### src/rtl/cpu_run_controller.sv
// Run/debug controller between the board clock/reset and a single-cycle core.
// It sequences the core reset, then gates execution through Cpu_en.
// Supported modes are free-run, single-step, cycle-limited run and halt.
// It also provides PC breakpoints and a saturating cycle counter.
//
// state     | meaning
// ----------+-----------------------------------------------------------
// RESET_SEQ | core held in reset for RESET_CYCLES edges after Rst release
// IDLE      | core out of reset, not executing, waiting for a request
// RUN       | core executing until a breakpoint, the limit or Mode=11
// STEP      | exactly one enabled cycle, no breakpoint check
// HALTED    | stopped; Halt_cause/Bp_hit describe why
module cpu_run_controller #(
  parameter int ADDR_WIDTH   = 32,
  parameter int NUM_BP       = 2,
  parameter int CNT_WIDTH    = 32,
  parameter int RESET_CYCLES = 4
) (
  input  logic                         Clk,
  input  logic                         Rst,
  input  logic [1:0]                   Mode,
  input  logic                         Run_req,
  input  logic                         Step_req,
  input  logic [CNT_WIDTH-1:0]         Cycle_limit,
  input  logic [NUM_BP-1:0]            Bp_enable,
  input  logic [NUM_BP*ADDR_WIDTH-1:0] Bp_addr,
  input  logic [ADDR_WIDTH-1:0]        Pc_out,
  output logic                         Cpu_rst,
  output logic                         Cpu_en,
  output logic [2:0]                   State,
  output logic [CNT_WIDTH-1:0]         Cycle_count,
  output logic                         Halted,
  output logic [1:0]                   Halt_cause,
  output logic [NUM_BP-1:0]            Bp_hit
);

  typedef enum logic [2:0] {
    RESET_SEQ = 3'd0,
    IDLE      = 3'd1,
    RUN       = 3'd2,
    STEP      = 3'd3,
    HALTED    = 3'd4
  } state_t;

  localparam int RST_CNT_W = (RESET_CYCLES < 2) ? 1 : $clog2(RESET_CYCLES);
  localparam logic [RST_CNT_W-1:0] RST_CNT_LAST = RST_CNT_W'(RESET_CYCLES - 1);

  localparam logic [1:0] MODE_FREE  = 2'b00;
  localparam logic [1:0] MODE_STEP  = 2'b01;
  localparam logic [1:0] MODE_LIMIT = 2'b10;
  localparam logic [1:0] MODE_HALT  = 2'b11;

  localparam logic [1:0] CAUSE_STEP  = 2'd0;
  localparam logic [1:0] CAUSE_BP    = 2'd1;
  localparam logic [1:0] CAUSE_LIMIT = 2'd2;
  localparam logic [1:0] CAUSE_EXT   = 2'd3;

  state_t                 state_q, state_d;
  logic [RST_CNT_W-1:0]   rst_cnt_q;
  logic                   cpu_rst_q;
  logic                   skip_q;
  logic                   set_skip;
  logic [CNT_WIDTH-1:0]   cycle_count_q;
  logic [1:0]             halt_cause_q, halt_cause_d;
  logic [NUM_BP-1:0]      bp_hit_q, bp_hit_d;
  logic [NUM_BP-1:0]      bp_vec;
  logic                   bp_match;
  logic                   lim;
  logic                   run_ok;
  logic                   cpu_en;

  // Per-comparator breakpoint match; suppressed on the first cycle after a
  // resume so the core can leave the PC it stopped on.
  always_comb begin
    bp_vec = '0;
    for (int i = 0; i < NUM_BP; i++) begin
      bp_vec[i] = Bp_enable[i] && !skip_q &&
                  (Pc_out == Bp_addr[i*ADDR_WIDTH +: ADDR_WIDTH]);
    end
  end

  assign bp_match = |bp_vec;
  assign lim      = (Mode == MODE_LIMIT) && (cycle_count_q >= Cycle_limit);
  assign run_ok   = Run_req && ((Mode == MODE_FREE) || (Mode == MODE_LIMIT));

  // Next-state, enable and halt-status decode.
  always_comb begin
    state_d      = state_q;
    cpu_en       = 1'b0;
    set_skip     = 1'b0;
    halt_cause_d = halt_cause_q;
    bp_hit_d     = bp_hit_q;
    case (state_q)
      RESET_SEQ: begin
        if (rst_cnt_q == RST_CNT_LAST) state_d = IDLE;
      end
      IDLE: begin
        if (Step_req && (Mode == MODE_STEP)) state_d = STEP;
        else if (run_ok)                     state_d = RUN;
      end
      RUN: begin
        cpu_en = !bp_match && !lim && (Mode != MODE_HALT);
        if (bp_match) begin
          state_d      = HALTED;
          halt_cause_d = CAUSE_BP;
          bp_hit_d     = bp_vec;
        end else if (lim) begin
          state_d      = HALTED;
          halt_cause_d = CAUSE_LIMIT;
        end else if (Mode == MODE_HALT) begin
          state_d      = HALTED;
          halt_cause_d = CAUSE_EXT;
        end
      end
      STEP: begin
        cpu_en       = 1'b1;
        state_d      = HALTED;
        halt_cause_d = CAUSE_STEP;
      end
      HALTED: begin
        // A step only loses to a simultaneous run request outside step mode.
        if (Step_req && ((Mode == MODE_STEP) || !run_ok)) begin
          state_d  = STEP;
          bp_hit_d = '0;
        end else if (run_ok) begin
          state_d  = RUN;
          set_skip = 1'b1;
          bp_hit_d = '0;
        end
      end
      default: state_d = RESET_SEQ;
    endcase
  end

  // State register, reset sequencer and halt status.
  always_ff @(posedge Clk or negedge Rst) begin
    if (!Rst) begin
      state_q      <= RESET_SEQ;
      rst_cnt_q    <= '0;
      cpu_rst_q    <= 1'b1;
      skip_q       <= 1'b0;
      halt_cause_q <= CAUSE_STEP;
      bp_hit_q     <= '0;
    end else begin
      state_q      <= state_d;
      cpu_rst_q    <= (state_d == RESET_SEQ);
      halt_cause_q <= halt_cause_d;
      bp_hit_q     <= bp_hit_d;
      if (state_q == RESET_SEQ) rst_cnt_q <= rst_cnt_q + 1'b1;
      if (set_skip)             skip_q <= 1'b1;
      else if (state_q == RUN)  skip_q <= 1'b0;
    end
  end

  // Saturating count of enabled cycles.
  always_ff @(posedge Clk or negedge Rst) begin
    if (!Rst) begin
      cycle_count_q <= '0;
    end else if (cpu_en && (cycle_count_q != {CNT_WIDTH{1'b1}})) begin
      cycle_count_q <= cycle_count_q + 1'b1;
    end
  end

  assign Cpu_rst     = cpu_rst_q;
  assign Cpu_en      = cpu_en;
  assign State       = state_q;
  assign Cycle_count = cycle_count_q;
  assign Halted      = (state_q == HALTED);
  assign Halt_cause  = halt_cause_q;
  assign Bp_hit      = bp_hit_q;

endmodule

### config.mk
export PLATFORM = sky130hd
export DESIGN_NAME = cpu_run_controller
export DESIGN_NICKNAME = d
export VERILOG_FILES = /design/src/rtl/cpu_run_controller.sv
export SDC_FILE = /design/constraint.sdc
export NUM_CORES = 1
export LEC_CHECK = 0
export BUFFER_PORTS_ARGS = -buffer_cell sky130_fd_sc_hd__buf_4
export CORE_ASPECT_RATIO = 0.5
export CORE_MARGIN = 2
export CORE_UTILIZATION = 50
export CTS_BUF_LIST = sky130_fd_sc_hd__clkbuf_8 sky130_fd_sc_hd__clkbuf_16
export DETAILED_ROUTE_END_ITERATION = 10
export GPL_ROUTABILITY_DRIVEN = 0
export PLACE_DENSITY_LB_ADDON = 0.3
export SLEW_MARGIN = 20
export SYNTH_ARGS = -nofsm -noshare
export SYNTH_HDL_FRONTEND = slang
export SYNTH_SLANG_ARGS = --single-unit
### constraint.sdc
create_clock -name Clk -period 5.8 [get_ports Clk]
set_input_delay 0.58 -clock Clk [delete_from_list [all_inputs] [get_ports Clk]]
set_output_delay 0.58 -clock Clk [all_outputs]
set_load 0.02 [all_outputs]
; Word level (Yosys, flattened, before mapping)
; Index checks and enable logic that the tools add are counted.
[word_totals]
register_bits = 43
elab_cells = 73
[op_classes]
n_addsub = 2
n_lt_le_gt_ge = 1
reduce_logical = 26
eq_ne = 15
n_mux = 22
[op_table]
columns = op, count
row1 = 32-bit == test, 2
row2 = "32-bit by 1-bit adder with 32-bit output, second input constant", 1
row3 = 32-bit greater-or-equal comparator, 1
row4 = "32-bit inequality test, second input constant", 1
row5 = 3-bit two-way mux, 7
row6 = 3-bit one-hot mux with 5 select lines, 1
row7 = 2-bit two-way mux, 6
row8 = 1-bit logical AND, 11
row9 = 2-bit one-hot mux with 2 select lines, 2
row10 = "2-bit == test, second input constant", 3
row11 = "3-bit by 2-bit == test with 1-bit output, second input constant", 2
row12 = 3-bit zero test, 2
row13 = 2-bit nonzero test, 3
row14 = 1-bit two-way mux, 5
row15 = 1-bit zero test, 4
row16 = "2-bit inequality test, second input constant", 2
row17 = "4-bit inequality test, second input constant", 1
row18 = "3-bit by 1-bit == test with 1-bit output, second input constant", 1
row19 = "3-bit == test, second input constant", 1
row20 = "3-bit by 1-bit inequality test with 1-bit output, second input constant", 1
row21 = 3-bit AND reduction, 1
row22 = "2-bit by 1-bit adder with 2-bit output, second input constant", 1
row23 = "2-bit by 1-bit == test with 1-bit output, second input constant", 1
row24 = 2-bit zero test, 1
row25 = other kinds (4), 5

; Logic depth before layout (Yosys ltp)
[logic_depth]
word_depth = 9
depth_mapped = 11
ltp_nobuf = 10

; Worst setup path before layout
; Ideal clock, no wire load.
[synth_timing]
kind = input to output
from = input port Cycle_limit[7]
to = output port Cpu_en
required_time_ps = 5220
n_path_buf = 1
stages = 10
t_arrival_ps = 2341
slack_ps = 2879
cell_sequence = inv_1 -> ha_1 -> and4_1 -> o21ai_0 -> o221ai_1 -> a21oi_1 -> o41a_2 -> o22ai_2 -> buf_2 -> nor2_1
[synth_between]
elab_chain_cells = 6
[synth_lines]
columns = item, line
row1 = "start, declared", 24  ; input logic [CNT_WIDTH-1:0] Cycle_limit,
row2 = 32-bit greater-or-equal comparator, 83  ; assign lim = (Mode == MODE_LIMIT) && (cycle_count_q >= Cycle_limit);
row3 = 1-bit logical AND, 83
row4 = 1-bit zero test, 102  ; cpu_en = !bp_match && !lim && (Mode != MODE_HALT);
row5 = 1-bit logical AND (2 in a row), 102
row6 = 1-bit one-hot mux with 2 select lines, 93  ; case (state_q)
row7 = "end, declared", 29  ; output logic Cpu_en,
; Every way passes these cells.

; Final worst setup path
[layout_timing]
from = register cycle_count_q[7] (netlist: Cycle_count[7])
to = output port Cpu_en
[layout_between]
elab_chain_cells = 6
[layout_lines]
columns = item, line
row1 = "start, declared", 63  ; logic [CNT_WIDTH-1:0] cycle_count_q;
row2 = "start signal, assigned", 160  ; cycle_count_q <= cycle_count_q + 1'b1;
row3 = 32-bit greater-or-equal comparator, 83
row4 = 1-bit logical AND, 83
row5 = 1-bit zero test, 102
row6 = 1-bit logical AND (2 in a row), 102
row7 = 1-bit one-hot mux with 2 select lines, 93
; Every way passes these cells.

==> reports/qor.yml <==
worst_slew_pin_slew_ns: 0.820
cts_buffers: 5
fin_crit_ns: 3.57
setup_tns_ns: 0
wl_per_cell_um: 14.7
cts-resized-gates: 0
synth-seq-area-share_pct: 27.8
p_clk_share_pct: 24.3
synth.area.top_cells: "dfrtp_1 (27%), xor2_1 (20%), ha_1 (11%)"
power_density_nw_per_um2: 221
htreeDepth: 2
synth_seq_cells: 43
async_flop_share_pct: 100
power_frac_comb_pct: 41.7
min_path_type: "in2async"
clockRootBuffer: "clkbuf_16"
grt_use_total_pct: 25.2
synth_largest_area_cell: "dfrtp_1"
area_growth_pct: 40.3
path_max_fanout: 16
cp_data_required_time_ns: 5.22
vias: 3901
netlist.area_leader.share_pct: 27.1
p_leak_nw: 2.56
synthFlopType: "dfrtp_1"
final_common_cell: "buf_4"
maxSlewViolCount: 0
overflow: 0
power.switching_uw: 434
synth_area_um2: 3870
grt_max_degree: 44
fin_nets: 796
coreArea_um2: 7400
viasPerCell: 5.40
finalCritPeriodShare_pct: 61.5
fmax_mhz: 280
synth.net_count: 621
end_kind: "output port"
io_pins: 178
design_area_um2: 5430
cp_data_arrival_time_ns: 2.99
met1_usage_pct: 29.6
r2r_start: "Cycle_count[7]$_DFFE_PN0P_"
setup_viol: 0
rsz0062_at_grt: "no"
cts_sinks: 43
cts.path.max_buffers: 2
start_kind: "flop"
gr-max-usage-layer: "met2"
grt_pass1_vias: 3742
synth_cell_types: 53
num_rows: 22
max-slew-margin-rel_pct: 45.2
yosys_warnings: 0
clk-insertion-delay-late_ns: 0.28
finClkSkew_ns: 0.00465
final_core_util_pct: 73.4
start_util_pct: 52.3
cap_viol_max_count: 0
tritoncts: "done"
dp_hpwl_mm: 8.95
hold_viol: 0
criticalPathCategory: "reg2out"
drt-total-wl_mm: 10.6
p_int_uw: 768
regToRegSetupSlack_ns: 2.65
grtUsageMet2_pct: 46.3
grt_antenna_before_repair: 0
die_area_um2: 8510
crit_path_start: "Cycle_count[7]$_DFFE_PN0P_"
io_buffers: 177
grt_pass1_wl_mm: 17.0
holdWs_ns: 0.281
cts_hold_buffers: 0
final_antenna_net_count: 0
swShare_pct: 36.1
placed_cell_area_um2: 5280
synth_edf_count: 0
peakVddDrop_mv: 0.139
worstRegToRegCells: 10
status: "finished, final reports clean"
layout-drive-gt1-share_pct: 31.6
grtUsageMet3_pct: 5.91
n_antenna_cell: 0
layout_common_cells: "buf_4 (178), xor2_1 (88), dfrtp_1 (42), inv_1 (39), ha_1 (34)"
pwr-share-seq_pct: 34.1
firstDrtPassIters: 4
syn_inst: 451
clk_pin_slew_ns: 0.06
drc_errors: 0
drtIter0Drc: 173
post_cts_buffers: 0
die_h_um: 66.2
die_x_um: 128
syn_avg_cell_area_um2: 8.59
## sequential cells by signal, summed over array words and instances (netlist names)
name / count
Cycle_count: 32
Bp_hit: 2
skip_q: 1
Halt_cause: 2
State: 3
rst_cnt_q: 2
Cpu_rst: 1
## kinds of logic (layout without fill, tap and decap cells)
family	count (synthesis)	count (layout)	share of synthesized area, %
fa+ha+maj	34	34	11.0
mux	5	5	1.45
simple gates	179	179	25.8
xor+xnor	95	95	21.5
buf+inv	48	224	5.04
compound gates	47	47	7.46
flops	43	43	27.8
## cells in the mapped netlist (2+ instances only)
| cell | n |
|---|---|
| and3_1 | 4 |
| nor2_1 | 26 |
| nor4b_1 | 4 |
| a21oi_1 | 19 |
| nand2b_1 | 2 |
| a31oi_1 | 2 |
| clkbuf_1 | 2 |
| nand4_1 | 16 |
| o21ai_0 | 12 |
| nor4_1 | 25 |
| nand3_1 | 17 |
| nand2_1 | 28 |
| nor3b_1 | 7 |
| buf_2 | 3 |
| inv_1 | 38 |
| nor2b_1 | 10 |
| mux2i_1 | 3 |
| dfrtp_1 | 42 |
| or2_2 | 2 |
| nor3_1 | 21 |
| and4_1 | 4 |
| ha_1 | 34 |
| or4_1 | 2 |
| xor2_1 | 88 |
| xnor2_1 | 7 |
| nand4b_1 | 2 |
| buf_1 | 3 |
| o22ai_1 | 2 |
| and2_1 | 2 |
## per-stage QoR
stage	instances	power [mW]	setup slack (ns)
3_3_place_gp	715	0.901	2.43
2_1_floorplan	451	0.703	2.88
3_5_place_dp	715	0.916	2.36
4_1_cts	723	1.21	2.24
6_report	723	1.20	2.23
5_1_grt	723	1.28	2.04
## worst max-delay path, stage by stage, from the launching register on
cell      delay, ns
dfrtp_1        0.46
ha_1           0.35
and4_1         0.18
o21ai_0        0.08
o221ai_1       0.22
a21oi_1        0.13
o41a_2         0.47
o22ai_2        0.52
nor2_1         0.09
buf_4          0.18
## area by class of cell
class | instances | area (µm²)
inverters | 38 | 143
repair buffers | 178 | 1340
multi-input cells | 360 | 2600
flip-flops and latches | 43 | 1080
clock inverters | 1 | 3.75
well taps | 96 | 120
clock buffers | 7 | 153
fillers | 581 | 1970
## power groups by stage
stage	sequential (mW)	combinational [mW]	clock, mW
global route	0.418	0.554	0.308
finish	0.410	0.501	0.292
floorplan	0.434	0.269	0
global placement	0.414	0.486	0
CTS	0.410	0.503	0.292
detailed placement	0.415	0.500	0
## layer usage
layer / routed length (µm) / up-vias / part of all wire [%]
met2: 5510 / 136 / 52
li1: - / 1938 / -
met1: 4230 / 1813 / 40
met3: 729 / 14 / 6.8
met5: 0 / - / 0
met4: 178 / 0 / 1.7
## final timing paths
path                                               end
hold / removal                      State[2]$_DFF_PN0_
setup reg to reg           Cycle_count[16]$_DFFE_PN0P_
hold reg to reg               rst_cnt_q[0]$_DFFE_PN0P_
min in group Clk              rst_cnt_q[0]$_DFFE_PN0P_
max in group asynchronous  Cycle_count[13]$_DFFE_PN0P_
setup / recovery                                Cpu_en
Note: power is estimated with default switching activity, not from simulation.
